$ cat src/rtl/frog_sprite_pkg.sv
// Shared constants and types for the frog sprite overlay stage.
package frog_sprite_pkg;

    typedef logic [11:0] rgb_t;
    typedef logic [1:0]  cidx_t;

    localparam logic [2:0] REG_X0       = 3'd0;
    localparam logic [2:0] REG_Y0       = 3'd1;
    localparam logic [2:0] REG_CTRL     = 3'd2;
    localparam logic [2:0] REG_PAL_BASE = 3'd4;

    localparam int unsigned CTRL_EN    = 0;
    localparam int unsigned CTRL_HFLIP = 1;

    // Entry 0 sits in the low bits: {pal3, pal2, pal1, pal0}.
    localparam logic [47:0] PAL_DEFAULT = {12'hFF0, 12'h080, 12'h0F0, 12'h000};

endpackage

$ cat src/rtl/frog_palette_rf.sv
// Small palette register file: one synchronous write port, one combinational read port.
module frog_palette_rf #(
    parameter int unsigned IDX_W  = 2,
    parameter int unsigned DATA_W = 12,
    parameter logic [(2**IDX_W)*DATA_W-1:0] RST_VAL = '0
) (
    input  logic              i_clk,
    input  logic              i_reset_n,
    input  logic              i_we,
    input  logic [IDX_W-1:0]  i_waddr,
    input  logic [DATA_W-1:0] i_wdata,
    input  logic [IDX_W-1:0]  i_raddr,
    output logic [DATA_W-1:0] o_rdata_c
);

    localparam int unsigned N = 2**IDX_W;

    logic [N-1:0][DATA_W-1:0] r_mem;

    always_ff @(posedge i_clk) begin
        if (!i_reset_n) begin
            r_mem <= RST_VAL;
        end else if (i_we) begin
            r_mem[i_waddr] <= i_wdata;
        end
    end

    assign o_rdata_c = r_mem[i_raddr];

endmodule

$ cat src/rtl/frog_sprite_core.sv
// Frog sprite overlay: scan coordinate -> sprite RAM address -> palette -> composite
// onto the upstream RGB stream, plus bus decode for sprite RAM and control registers.
module frog_sprite_core
    import frog_sprite_pkg::*;
#(
    parameter int unsigned CD      = 2,
    parameter int unsigned W_BITS  = 5,
    parameter int unsigned H_BITS  = 5,
    parameter int unsigned COORD_W = 11,
    parameter int unsigned RGB_W   = 12,
    parameter int unsigned KEY_IDX = 0
) (
    input  logic                     clk,
    input  logic                     reset_n,
    input  logic                     cs,
    input  logic                     write,
    input  logic [13:0]              addr,
    input  logic [31:0]              wr_data,
    input  logic [COORD_W-1:0]       x,
    input  logic [COORD_W-1:0]       y,
    input  logic [RGB_W-1:0]         si_rgb,
    output logic [RGB_W-1:0]         so_rgb,
    output logic                     ram_we,
    output logic [W_BITS+H_BITS-1:0] ram_addr_w,
    output logic [CD-1:0]            ram_din,
    output logic [W_BITS+H_BITS-1:0] ram_addr_r,
    input  logic [CD-1:0]            ram_dout
);

    localparam int unsigned AW = W_BITS + H_BITS;

    logic [COORD_W-1:0] r_x0;
    logic [COORD_W-1:0] r_y0;
    logic [1:0]         r_ctrl;

    logic               w_reg_wr;
    logic               w_pal_we;
    logic [RGB_W-1:0]   w_pal_rgb;
    logic               w_unused_bits;

    logic [COORD_W-1:0] w_xr;
    logic [COORD_W-1:0] w_yr;
    logic               w_hit;
    logic [W_BITS-1:0]  w_col;

    logic               r_hit1;
    logic [RGB_W-1:0]   r_rgb1;
    logic               r_hit2;
    logic [RGB_W-1:0]   r_rgb2;

    // Sprite RAM writes pass straight through for a single cycle.
    assign ram_we     = cs & write & ~addr[13];
    assign ram_addr_w = addr[AW-1:0];
    assign ram_din    = wr_data[CD-1:0];

    assign w_reg_wr      = cs & write & addr[13];
    assign w_pal_we      = w_reg_wr & addr[2];
    assign w_unused_bits = ^{addr[12:AW], wr_data[31:RGB_W]};

    always_ff @(posedge clk) begin
        if (!reset_n) begin
            r_x0   <= '0;
            r_y0   <= '0;
            r_ctrl <= '0;
        end else if (w_reg_wr) begin
            case (addr[2:0])
                REG_X0:   r_x0   <= wr_data[COORD_W-1:0];
                REG_Y0:   r_y0   <= wr_data[COORD_W-1:0];
                REG_CTRL: r_ctrl <= wr_data[1:0];
                default: ;
            endcase
        end
    end

    frog_palette_rf #(
        .IDX_W   (CD),
        .DATA_W  (RGB_W),
        .RST_VAL (PAL_DEFAULT)
    ) u_palette (
        .i_clk     (clk),
        .i_reset_n (reset_n),
        .i_we      (w_pal_we),
        .i_waddr   (addr[CD-1:0]),
        .i_wdata   (wr_data[RGB_W-1:0]),
        .i_raddr   (ram_dout),
        .o_rdata_c (w_pal_rgb)
    );

    // Negative offsets wrap to large unsigned values, so they fall outside the sprite.
    assign w_xr  = x - r_x0;
    assign w_yr  = y - r_y0;
    assign w_hit = r_ctrl[CTRL_EN]
                 & (w_xr[COORD_W-1:W_BITS] == '0)
                 & (w_yr[COORD_W-1:H_BITS] == '0);
    assign w_col = r_ctrl[CTRL_HFLIP] ? ~w_xr[W_BITS-1:0] : w_xr[W_BITS-1:0];

    // The RAM's own output register acts as the index stage, so hit/rgb only
    // need one more register to line up with ram_dout.
    always_ff @(posedge clk) begin
        if (!reset_n) begin
            ram_addr_r <= '0;
            r_hit1     <= 1'b0;
            r_rgb1     <= '0;
            r_hit2     <= 1'b0;
            r_rgb2     <= '0;
            so_rgb     <= '0;
        end else begin
            ram_addr_r <= {w_yr[H_BITS-1:0], w_col};
            r_hit1     <= w_hit;
            r_rgb1     <= si_rgb;
            r_hit2     <= r_hit1;
            r_rgb2     <= r_rgb1;
            so_rgb     <= (r_hit2 && (ram_dout != CD'(KEY_IDX))) ? w_pal_rgb : r_rgb2;
        end
    end

endmodule

$ cat config.mk
export PLATFORM = sky130hd
export DESIGN_NAME = frog_sprite_core
export DESIGN_NICKNAME = d
export VERILOG_FILES = /design/src/rtl/frog_sprite_pkg.sv /design/src/rtl/frog_palette_rf.sv /design/src/rtl/frog_sprite_core.sv
export SDC_FILE = /design/constraint.sdc
export NUM_CORES = 1
export LEC_CHECK = 0
export CAP_MARGIN = 20
export CORE_MARGIN = 1
export CORE_UTILIZATION = 53
export DETAILED_ROUTE_END_ITERATION = 10
export HOLD_SLACK_MARGIN = 0.06
export PLACE_DENSITY_LB_ADDON = 0.3
export SLEW_MARGIN = 0
export SYNTH_ARGS = -nofsm -noshare
export SYNTH_HDL_FRONTEND = slang
export SYNTH_SLANG_ARGS = --single-unit
$ cat constraint.sdc
create_clock -name clk -period 3.7 [get_ports clk]
set_input_delay 0.37 -clock clk [delete_from_list [all_inputs] [get_ports clk]]
set_output_delay 0.37 -clock clk [all_outputs]
set_load 0.005 [all_outputs]
# Word-level counts from Yosys, hierarchy flattened
# Cells that the tools add are included.
# classes
n_addsub	2
n_lt_le_gt_ge	3
eq_ne	2
n_mux	7
bitwise	8
n_reduce_logical	9
# ops
op	count
bitwise mux 48 bit	1
two-way mux 12 bit	3
binary-select mux 12 bit (select 2 bit)	1
demux 12 bit (select 2 bit)	1
subtractor 11 bit	2
logical NOT 6 bit	2
bitwise AND 1 bit	6
< comparator 2 x 3 -> 1 bit (second input constant)	2
AND reduction 2 bit	3
two-way mux 5 bit	1
inverter 5 bit	1
equality test 3 x 1 -> 1 bit (second input constant)	1
equality test 3 x 2 -> 1 bit (second input constant)	1
logical NOT 3 bit	1
>= comparator 2 x 1 -> 1 bit (second input constant)	1
logical AND 1 bit	2
nonzero test 2 bit	1
inverter 1 bit	1
# totals
reg_bits	120
in_bits	86
out_inout_bits	35
wordCells	44

# Logic depth before layout (Yosys ltp)
# Gate-level depths: netlist of the first run.
# depth
depth_word	5
ltp_mapped	9
depth_no_buf	9

# By module
# From an unflattened synthesis of the first run, not the netlist that was laid out.
# unflattened
cells_unflattened	584
hier_area_um2	5632.9
# by_module_without_submodules
mod	n_inst	cells_per_inst	area_per_inst_um2	seq_area_each_um2
frog_sprite_core	1	386	3490.8	1441.4
frog_palette_rf	1	198	2142.1	960.9

# Worst setup path before layout of the first run
# OpenSTA, ideal clock, no wires.
# synth_path
path_type	input to register
startpoint	input x[0]
endpoint	register r_hit1
setup_ns	0.061
arrival_ns	2.263
required_ns	3.639
setup_slack_ns	1.376
cell_stages	9
path_buffers	0
path_cell_list	inv_1 ha_1 fa_1 nand2b_1 a21o_1 and3_1 a311o_1 a2111o_1 and4b_1
# synth_between
elab_chain_len	4
# synth_lines
element	line	rtl
start, declared	frog_sprite_core.sv:19	input logic [COORD_W-1:0] x,
subtractor 11 bit	frog_sprite_core.sv:90	assign w_xr = x - r_x0;
logical NOT 6 bit	frog_sprite_core.sv:93	& (w_xr[COORD_W-1:W_BITS] == '0)
bitwise AND 1 bit	frog_sprite_core.sv:93	
bitwise AND 1 bit	frog_sprite_core.sv:94	& (w_yr[COORD_W-1:H_BITS] == '0);
end signal, assigned	frog_sprite_core.sv:109	r_hit1 <= w_hit;
end, declared	frog_sprite_core.sv:46	logic r_hit1;
# No other way between the ends.
# A chain may end at the register's enable or synchronous reset.

# Worst setup path in the final report of the first run
# Same ends and word-level chain as after synthesis.

==> results.json, run 1 <==
{
  "design_power_total_mw": 2.228,
  "final-setup-viol-count": 0,
  "finalNetCount": 725,
  "ys.flop_type": "sky130_fd_sc_hd__dfxtp_1",
  "setup.worst_path.end_class": "flip-flop",
  "final_min_period_over_clock_period_pct": 70.94,
  "synth_area_leaders": "sky130_fd_sc_hd__dfxtp_1 (43%), sky130_fd_sc_hd__mux2i_1 (10%), sky130_fd_sc_hd__nor2b_1 (5.8%)",
  "seq_area_um2": 2162,
  "worst_setup_path_startpoint": "x[0]",
  "n_fill_cell": 735,
  "critical_path.max_fanout": 3,
  "post_route_cells_drive_above_1_share_pct": 4.180,
  "timing.critical_path.from_type": "input port",
  "holdCritPathClass": "flip-flop to flip-flop",
  "die-area_um2": 9883,
  "yosysTopAreaCell": "sky130_fd_sc_hd__dfxtp_1",
  "critical_path.endpoint": "r_hit1",
  "timing_worst_slew_pin_value_ps": 814.8,
  "post_synth_num_cell_types": 51,
  "timing.max_cap.violations": 0,
  "hold_viol": 0,
  "post-synth-top-area-fraction_pct": 42.99,
  "worstSkewPairLatency_ps": 370,
  "track_usage_pct": 23.42,
  "cts_max_path_buffers": 2,
  "detail_route.iter0.violations": 205,
  "synth_common_cells": "sky130_fd_sc_hd__dfxtp_1 (108), sky130_fd_sc_hd__nand2_1 (71), sky130_fd_sc_hd__mux2i_1 (50)",
  "post-cts-setup-buffers": 0,
  "i_o_pins": 121,
  "detail_route.wirelength_um": 11250,
  "numPlacedInstances": 717,
  "global_routing_met1_resource_utilization_pct": 31.65,
  "utilization_after_layout_pct": 65.70,
  "syn_avg_cell_area_um2": 9.014,
  "synth_nets": 666,
  "die_height_um": 99.42,
  "antenna_violating_nets_post_route": 0,
  "r2r_end": "r_hit1",
  "cts_repair_resize_count": 0,
  "h-tree-depth": 3,
  "share_of_the_yosys_chip_area_belonging_to_registers_pct": 42.99,
  "preCtsSetupSlack_ps": 732.4,
  "report.final.slew_viol_count": 0,
  "antenna_diode_count": 0,
  "relative_slew_slack_pct": 45.68,
  "groute.layer.met3.usage_pct": 4.498,
  "holdBufCountCts": 0,
  "multiInputGateArea_um2": 2576,
  "detailedRoute.firstPassIterationCount": 5,
  "post_layout_minimum_cycle_time_ps": 2625,
  "grt-busiest-layer": "met2",
  "critPathArrivalTime_ps": 2930,
  "outcome": "finished, final reports clean",
  "rrSetupSlack_ps": 1260,
  "synth_area_um2": 5030,
  "power-per-cell-area_nw_per_um2": 368.7,
  "viasPerCell": 5.486,
  "gpl.final_weighted_congestion": 0.9325,
  "ir_drop_mv": 0.2086,
  "chipWidth_um": 99.42,
  "post_dp_cell_area_um2": 5834,
  "cts_buffers": 9,
  "synth_enable_flop_cells": 0,
  "synth_most_common_cell": "sky130_fd_sc_hd__dfxtp_1",
  "initial_core_util_pct": 54.69,
  "final_design_area_no_fill_um2": 6042,
  "floorplan.rows": 35,
  "grt-ovfl-total": 0,
  "grt_pass1_wl_um": 17980,
  "timing.setup.tns_ps": 0,
  "whs_ps": 440.0,
  "clock-skew-final_ps": 14.35,
  "largest_net_degree_at_the_start_of_global_routing": 108,
  "number_of_global_route_vias_before_repair": 3746,
  "place.port_buffers": 83,
  "max_freq_mhz": 381.0,
  "cp_data_required_time_ps": 4010,
  "synthToLayoutAreaGrowth_pct": 20.12,
  "grt_use_met2_pct": 36.65,
  "finalWorstSetupSlack_ps": 1075,
  "timing.setup.critical_path_class": "input port to flip-flop",
  "route.vias.total": 4021,
  "post_syn_instances": 558,
  "antenna_found_initial": 0,
  "asyncSetResetFlopFracSynth_pct": 0,
  "synth.ff_latch_count": 108,
  "coreArea_um2": 9196,
  "post-route-drc-count": 0,
  "yosysWarningCount": 0,
  "routedWlPerCell_um": 15.35,
  "worst_r2r_path_depth": 8,
  "tritoncts": "built",
  "clockRootBuffer": "sky130_fd_sc_hd__clkbuf_8",
  "clock-sinks": 108,
  "cts.clk_slew.worst_paths_ps": 100,
  "grt_setup_unrepaired": "no",
  "final-instance-count-excl-fill": 733,
  "regToRegStartpoint": "r_x0[0]",
  "power.static_leakage_nw": 2.372,
  "detailed_place_hpwl_um": 7967
}
-- flip-flops by register name, indices dropped and copies added (netlist names) --
name,cells
r_x0,11
r_hit1,1
r_ctrl,2
ram_addr_r,10
r_rgb2,12
so_rgb,12
r_y0,11
r_hit2,1
r_rgb1,12
u_palette.r_mem,36
-- cells in the final DEF (no fill, tap or decap), types with 14 or more instances in the layout --
cell / count
sky130_fd_sc_hd__nand2_1: 71
sky130_fd_sc_hd__ha_1: 20
sky130_fd_sc_hd__nor2b_1: 47
sky130_fd_sc_hd__a21oi_1: 24
sky130_fd_sc_hd__dfxtp_1: 108
sky130_fd_sc_hd__inv_1: 26
sky130_fd_sc_hd__clkdlybuf4s50_1: 82
sky130_fd_sc_hd__o21ai_0: 36
sky130_fd_sc_hd__nand3_1: 15
sky130_fd_sc_hd__mux2i_1: 50
sky130_fd_sc_hd__and2_1: 31
sky130_fd_sc_hd__a21boi_0: 14
-- power by group --
group	internal [mW]	switching, mW
clock	0.325	0.415
combinational	0.153	0.136
sequential	1.19	0.00862
-- how the worst min path moves through the flow --
| stage | startpoint | slack (ps) | cells past startpoint | to |
|---|---|---|---|---|
| CTS | r_rgb1[3] | 440 | 1 | r_rgb2[3] |
| floorplan | r_hit1 | 410 | 1 | r_hit2 |
| global route | r_rgb1[3] | 440 | 1 | r_rgb2[3] |
| detailed placement | r_rgb1[3] | 420 | 1 | r_rgb2[3] |
| global placement | r_rgb1[5] | 420 | 1 | r_rgb2[5] |
| finish | r_rgb1[3] | 440 | 1 | r_rgb2[3] |
-- metal layers --
metal  routed length (um)  share of wire, %
met2                 5041                45
met1                 5294                47
met4                  246               2.2
met5                    0                 0
met3                  665               5.9
-- cell families after synthesis --
group                    count (synthesis)  synth area share (%)
multiplexers                            51                 10.17
flip-flops                             108                 42.99
AO/OA/AOI/OAI                          100                 12.79
XOR/XNOR                                10                 1.741
AND/OR/NAND/NOR                        201                 20.65
adder cells (fa/ha/maj)                 22                 5.771
buffers and inverters                   66                 5.895
-- area by class of cell --
cell class | count | area share (%)
well taps | 111 | 2.299
clock inverters | 7 | 1.387
repair buffers | 87 | 14.16
flip-flops and latches | 108 | 35.78
inverters | 27 | 1.677
clock buffers | 9 | 2.050
multi-input cells | 384 | 42.64
-- worst max-delay path, stage by stage --
cell                              delay, ps
sky130_fd_sc_hd__clkdlybuf4s50_1        450
sky130_fd_sc_hd__inv_1                   40
sky130_fd_sc_hd__ha_1                   220
sky130_fd_sc_hd__fa_1                   400
sky130_fd_sc_hd__nand2b_1               190
sky130_fd_sc_hd__a21o_1                 200
sky130_fd_sc_hd__and3_1                 190
sky130_fd_sc_hd__a311o_1                270
sky130_fd_sc_hd__a2111o_1               350
sky130_fd_sc_hd__and4b_1                240
Power figures use the tool's default switching activity.
==> inputs of run 2 (changes only) <==
- CORE_UTILIZATION: 53 -> 45
- clock period: 3.7 -> 2.4 ns (I/O delays scaled with it)
==> results.json, run 2 (synthesis results as in run 1) <==
{
  "outcome": "finished, final reports clean",
  "antenna_found_initial": 0,
  "final-instance-count-excl-fill": 787,
  "routedWlPerCell_um": 14.69,
  "finalWorstSetupSlack_ps": 50.86,
  "track_usage_pct": 20.88,
  "power-per-cell-area_nw_per_um2": 561.4,
  "final_min_period_over_clock_period_pct": 97.88,
  "gpl.final_weighted_congestion": 0.9448,
  "r2r_end": "r_hit1",
  "initial_core_util_pct": 46.20,
  "regMostFlops": "u_palette.r_mem",
  "cp_data_required_time_ps": 2710,
  "rrSetupSlack_ps": 80,
  "clockRootBuffer": "sky130_fd_sc_hd__clkbuf_8",
  "i_o_pins": 121,
  "timing.critical_path.from_type": "input port",
  "finalNetCount": 750,
  "max_stage_delay_ps": 450,
  "synthToLayoutAreaGrowth_pct": 25.07,
  "detailed_place_hpwl_um": 8332,
  "clock-skew-final_ps": 10.06,
  "post_layout_minimum_cycle_time_ps": 2349,
  "detail_route.iter0.violations": 178,
  "sequentialPowerShare_pct": 52.3,
  "tritoncts": "built",
  "antenna_diode_count": 0,
  "holdCritPathClass": "input port to flip-flop",
  "layout_common_cells": "sky130_fd_sc_hd__dfxtp_1 (108), sky130_fd_sc_hd__clkdlybuf4s50_1 (82), sky130_fd_sc_hd__nand2_1 (71)",
  "timing.hold.worst_path_depth": 2,
  "critical-path-slowest-cell": "sky130_fd_sc_hd__clkdlybuf4s50_1",
  "preCtsSetupSlack_ps": -395.3,
  "detail_route.wirelength_um": 11560,
  "viasPerCell": 5.123,
  "route.vias.total": 4032,
  "worst_r2r_path_depth": 8,
  "die-area_um2": 11600,
  "cts_max_path_buffers": 2,
  "largest_net_degree_at_the_start_of_global_routing": 108,
  "timing.setup.critical_path_class": "input port to flip-flop",
  "whs_ps": 432.1,
  "crit_path_cell_trace": "clkdlybuf4s50_1, inv_1, ha_2, fa_2, nand2b_1, a21o_1, and3_1, a311o_1, a2111o_1, and4b_1",
  "holdBufCountCts": 0,
  "timing_worst_slew_pin_value_ps": 820.6,
  "utilization_after_layout_pct": 57.78,
  "share_clk_of_total_power_pct": 34.3,
  "comb_power_share_pct": 13.4,
  "cts.clk_slew.worst_paths_ps": 100,
  "critPathArrivalTime_ps": 2660,
  "number_of_global_route_vias_before_repair": 3831,
  "worstPathBufferInverterCount": 2,
  "chipWidth_um": 107.7,
  "report.final.slew_viol_count": 0,
  "grt_setup_unrepaired": "no",
  "cts_buffers": 9,
  "timing.hold.worst_endpoint": "r_rgb1[6]",
  "p_sw_mw": 0.8375,
  "floorplan.rows": 38,
  "detailedRoute.firstPassIterationCount": 5,
  "post_route_cells_drive_above_1_share_pct": 8.346,
  "ir_drop_mv": 0.3600,
  "worstHoldStart": "si_rgb[6]",
  "crit_family": "compound AO/OA/AOI/OAI gates",
  "die_height_um": 107.7,
  "power.static_leakage_nw": 2.492,
  "antenna_violating_nets_post_route": 0,
  "final-setup-viol-count": 0,
  "worstSkewPairLatency_ps": 370,
  "relative_slew_slack_pct": 45.29,
  "design_power_total_mw": 3.532,
  "critical_path.max_fanout": 2,
  "flip_flop_count_of_the_largest_register_after_layout": 36,
  "power.switching_fraction_pct": 23.71,
  "setup.worst_path.end_class": "flip-flop",
  "grt_pass1_wl_um": 18550,
  "clock-sinks": 108,
  "numPlacedInstances": 771,
  "h-tree-depth": 3,
  "power.internal_mw": 2.694,
  "post-route-drc-count": 0,
  "place.port_buffers": 83,
  "post-cts-setup-buffers": 0,
  "timing.max_cap.violations": 0,
  "coreArea_um2": 10890,
  "grt-ovfl-total": 0,
  "max_freq_mhz": 425.7,
  "layout.cells.most_common": "sky130_fd_sc_hd__dfxtp_1",
  "hold_viol": 0,
  "regToRegStartpoint": "r_x0[0]"
}
[run 2: how the worst max path moves through the flow]
stage	start	endpoint	slack [ps]	cells past startpoint
after floorplan	r_x0[0]	r_hit1	190	8
after global placement	x[0]	r_hit1	-350	10
after detailed placement	x[0]	r_hit1	-400	10
after CTS	x[0]	r_hit1	30	10
after global routing	x[0]	r_hit1	30	10
final	x[0]	r_hit1	50	10
[run 2: repair_timing]
action                     in CTS  in global routing
setup endpoints to repair       1                  1
gates resized for setup         1                  3
pin swaps                       0                  0
[run 2: through the flow]
stage | area, um2 | TNS (ps)
floorplan | 5030 | 0
global placement | 6058 | -352.8
detailed placement | 6058 | -395.3
CTS | 6284 | 0
global route | 6291 | 0
finish | 6291 | 0
[run 2: layout make-up]
class	count	area (um2)
Tap cell	140	175.2
Multi-Input combinational cell	384	2586
Clock inverter	6	95.09
Sequential cell	108	2162
Inverter	27	101.3
Timing Repair Buffer	112	1044
Clock buffer	10	127.6
Fill cell	983	4597
[run 2: layer usage]
layer / routed length [um] / global-route usage (%) / up-vias
li1: - / - / 2037
met1: 5401 / 27.65 / 1863
met2: 5287 / 34.16 / 123
met3: 724 / 4.177 / 9
met4: 148 / 6.164 / 0
met5: 0 / 0 / -
[run 2: power by group through the flow]
| stage | clock (mW) | sequential (mW) | combinational (mW) |
|---|---|---|---|
| 2_1_floorplan | 0 | 1.89 | 0.242 |
| 3_3_place_gp | 0 | 1.89 | 0.462 |
| 3_5_place_dp | 0 | 1.89 | 0.471 |
| 4_1_cts | 1.24 | 1.85 | 0.475 |
| 5_1_grt | 1.31 | 1.85 | 0.520 |
| 6_report | 1.21 | 1.85 | 0.474 |
==> inputs of run 3 (changes only) <==
- CORE_UTILIZATION: 45 -> 40
==> results.json, run 3 (synthesis results as in run 1) <==
{
  "detail_route.iter0.violations": 214,
  "ir_drop_mv": 0.2959,
  "outcome": "finished, final reports clean",
  "synthToLayoutAreaGrowth_pct": 27.16,
  "timing_worst_slew_pin_value_ps": 849.1,
  "timing.setup.critical_path_class": "input port to flip-flop",
  "floorplan.rows": 40,
  "power.static_leakage_nw": 2.517,
  "grt_setup_unrepaired": "no",
  "clock-skew-final_ps": 5.363,
  "hold_viol": 0,
  "power.internal_mw": 2.903,
  "post-route-drc-count": 0,
  "cp_data_required_time_ps": 2680,
  "coreArea_um2": 12110,
  "clockRootBuffer": "sky130_fd_sc_hd__clkbuf_16",
  "place.port_buffers": 83,
  "antenna_violating_nets_post_route": 0,
  "detailedRoute.firstPassIterationCount": 4,
  "tritoncts": "built",
  "post_layout_minimum_cycle_time_ps": 2342,
  "detail_route.wirelength_um": 11730,
  "cts.clk_slew.worst_paths_ps": 70,
  "route.vias.total": 4009,
  "max_freq_mhz": 427.1,
  "utilization_after_layout_pct": 52.81,
  "clock-sinks": 108,
  "grt-ovfl-total": 0,
  "post-cts-setup-buffers": 0,
  "comb_power_share_pct": 12.6,
  "routedWlPerCell_um": 14.40,
  "cts_buffers": 9,
  "post_route_cells_drive_above_1_share_pct": 8.359,
  "power-per-cell-area_nw_per_um2": 588.7,
  "cts_max_path_buffers": 2,
  "layout.cells.most_common": "sky130_fd_sc_hd__dfxtp_1",
  "design_power_total_mw": 3.765,
  "relative_slew_slack_pct": 43.39,
  "h-tree-depth": 3,
  "critPathArrivalTime_ps": 2620,
  "holdCritPathClass": "flip-flop to flip-flop",
  "worstSkewPairLatency_ps": 340,
  "timing.max_cap.violations": 0,
  "die-area_um2": 13030,
  "die_height_um": 114.1,
  "regMostFlops": "u_palette.r_mem",
  "grt_pass1_wl_um": 19140,
  "sequentialPowerShare_pct": 49.1,
  "chipWidth_um": 114.1,
  "final-setup-viol-count": 0,
  "viasPerCell": 4.925,
  "antenna_diode_count": 0,
  "track_usage_pct": 18.68,
  "post_dp_cell_area_um2": 6086,
  "final_min_period_over_clock_period_pct": 97.57,
  "setup.worst_path.end_class": "flip-flop",
  "gpl.final_weighted_congestion": 0.9332,
  "share_clk_of_total_power_pct": 38.4,
  "initial_core_util_pct": 41.53,
  "largest_net_degree_at_the_start_of_global_routing": 108,
  "finalNetCount": 749,
  "layout_common_cells": "sky130_fd_sc_hd__dfxtp_1 (108), sky130_fd_sc_hd__clkdlybuf4s50_1 (82), sky130_fd_sc_hd__nand2_1 (71)",
  "report.final.slew_viol_count": 0,
  "timing.setup.tns_ps": 0,
  "critical_path.max_fanout": 2,
  "number_of_global_route_vias_before_repair": 3906,
  "timing.critical_path.from_type": "input port",
  "antenna_found_initial": 0,
  "flip_flop_count_of_the_largest_register_after_layout": 36,
  "p_sw_mw": 0.8627,
  "i_o_pins": 121,
  "power.switching_fraction_pct": 22.91,
  "holdBufCountCts": 0,
  "final_design_area_no_fill_um2": 6396,
  "detailed_place_hpwl_um": 8479
}
-- run 3: cell types whose count changed in the layout (fill, tap and decap cells not counted), moves of 2 or more --
cell,previous run,this run
sky130_fd_sc_hd__clkbuf_16,0,9
sky130_fd_sc_hd__clkbuf_8,9,0
sky130_fd_sc_hd__clkinv_2,0,2
sky130_fd_sc_hd__clkinv_4,2,0
sky130_fd_sc_hd__clkinvlp_4,0,2
-- run 3: area by class of cell --
type	count	area, um2
repair buffers	111	1036
multi-input cells	384	2594
clock inverters	6	63.81
clock buffers	10	229.0
fillers	1164	5715
flip-flops and latches	108	2162
well taps	168	210.2
inverters	27	101.3
-- run 3: timing repair --
| item | 4_1_cts | 5_1_grt |
|---|---|---|
| endpoints found under the setup margin | 1 | 1 |
| resized for setup | 1 | 5 |
| pin swaps | 0 | 0 |
-- run 3: path summary, 6_finish.rpt --
check,start,to,slack (ps),depth (start not counted)
worst min register to register,r_rgb1[7],r_rgb2[7],430,1
worst min-delay path,r_rgb1[7],r_rgb2[7],430,1
worst max-delay path,x[0],r_hit1,60,10
worst max register to register,r_x0[0],r_hit1,140,8
-- run 3: worst max-delay path, cell delays in order --
cell and delay, ps:
sky130_fd_sc_hd__clkdlybuf4s50_1 460, sky130_fd_sc_hd__inv_1 50, sky130_fd_sc_hd__ha_2 190, sky130_fd_sc_hd__fa_2 350
sky130_fd_sc_hd__nand2b_4 150, sky130_fd_sc_hd__a21o_1 180, sky130_fd_sc_hd__and3_1 180, sky130_fd_sc_hd__a311o_1 270
sky130_fd_sc_hd__a2111o_1 330, sky130_fd_sc_hd__and4b_1 240
-- run 3: routing by layer --
metal / wire (um) / global-route usage, %
met1: 5450 / 24.83
met3: 569 / 4.235
met2: 5539 / 30.71
met5: 0 / 0
met4: 165 / 4.675
-- run 3: power by group through the flow --
stage / Clock [mW] / Combinational, mW / Sequential (mW)
floorplan: 0 / 0.242 / 1.89
detailed placement: 0 / 0.466 / 1.89
CTS: 1.47 / 0.470 / 1.85
global placement: 0 / 0.456 / 1.89
global route: 1.55 / 0.517 / 1.85
finish: 1.44 / 0.473 / 1.85
-- run 3: stage by stage --
step	setup WS [ps]	hold slack (ps)	instances
after floorplan	190.4	361.7	558
after global placement	-327.5	419.4	798
after detailed placement	-356.7	418.4	798
after CTS	34.79	433.8	814
after global routing	5.409	447.3	814
final	58.38	431.1	814
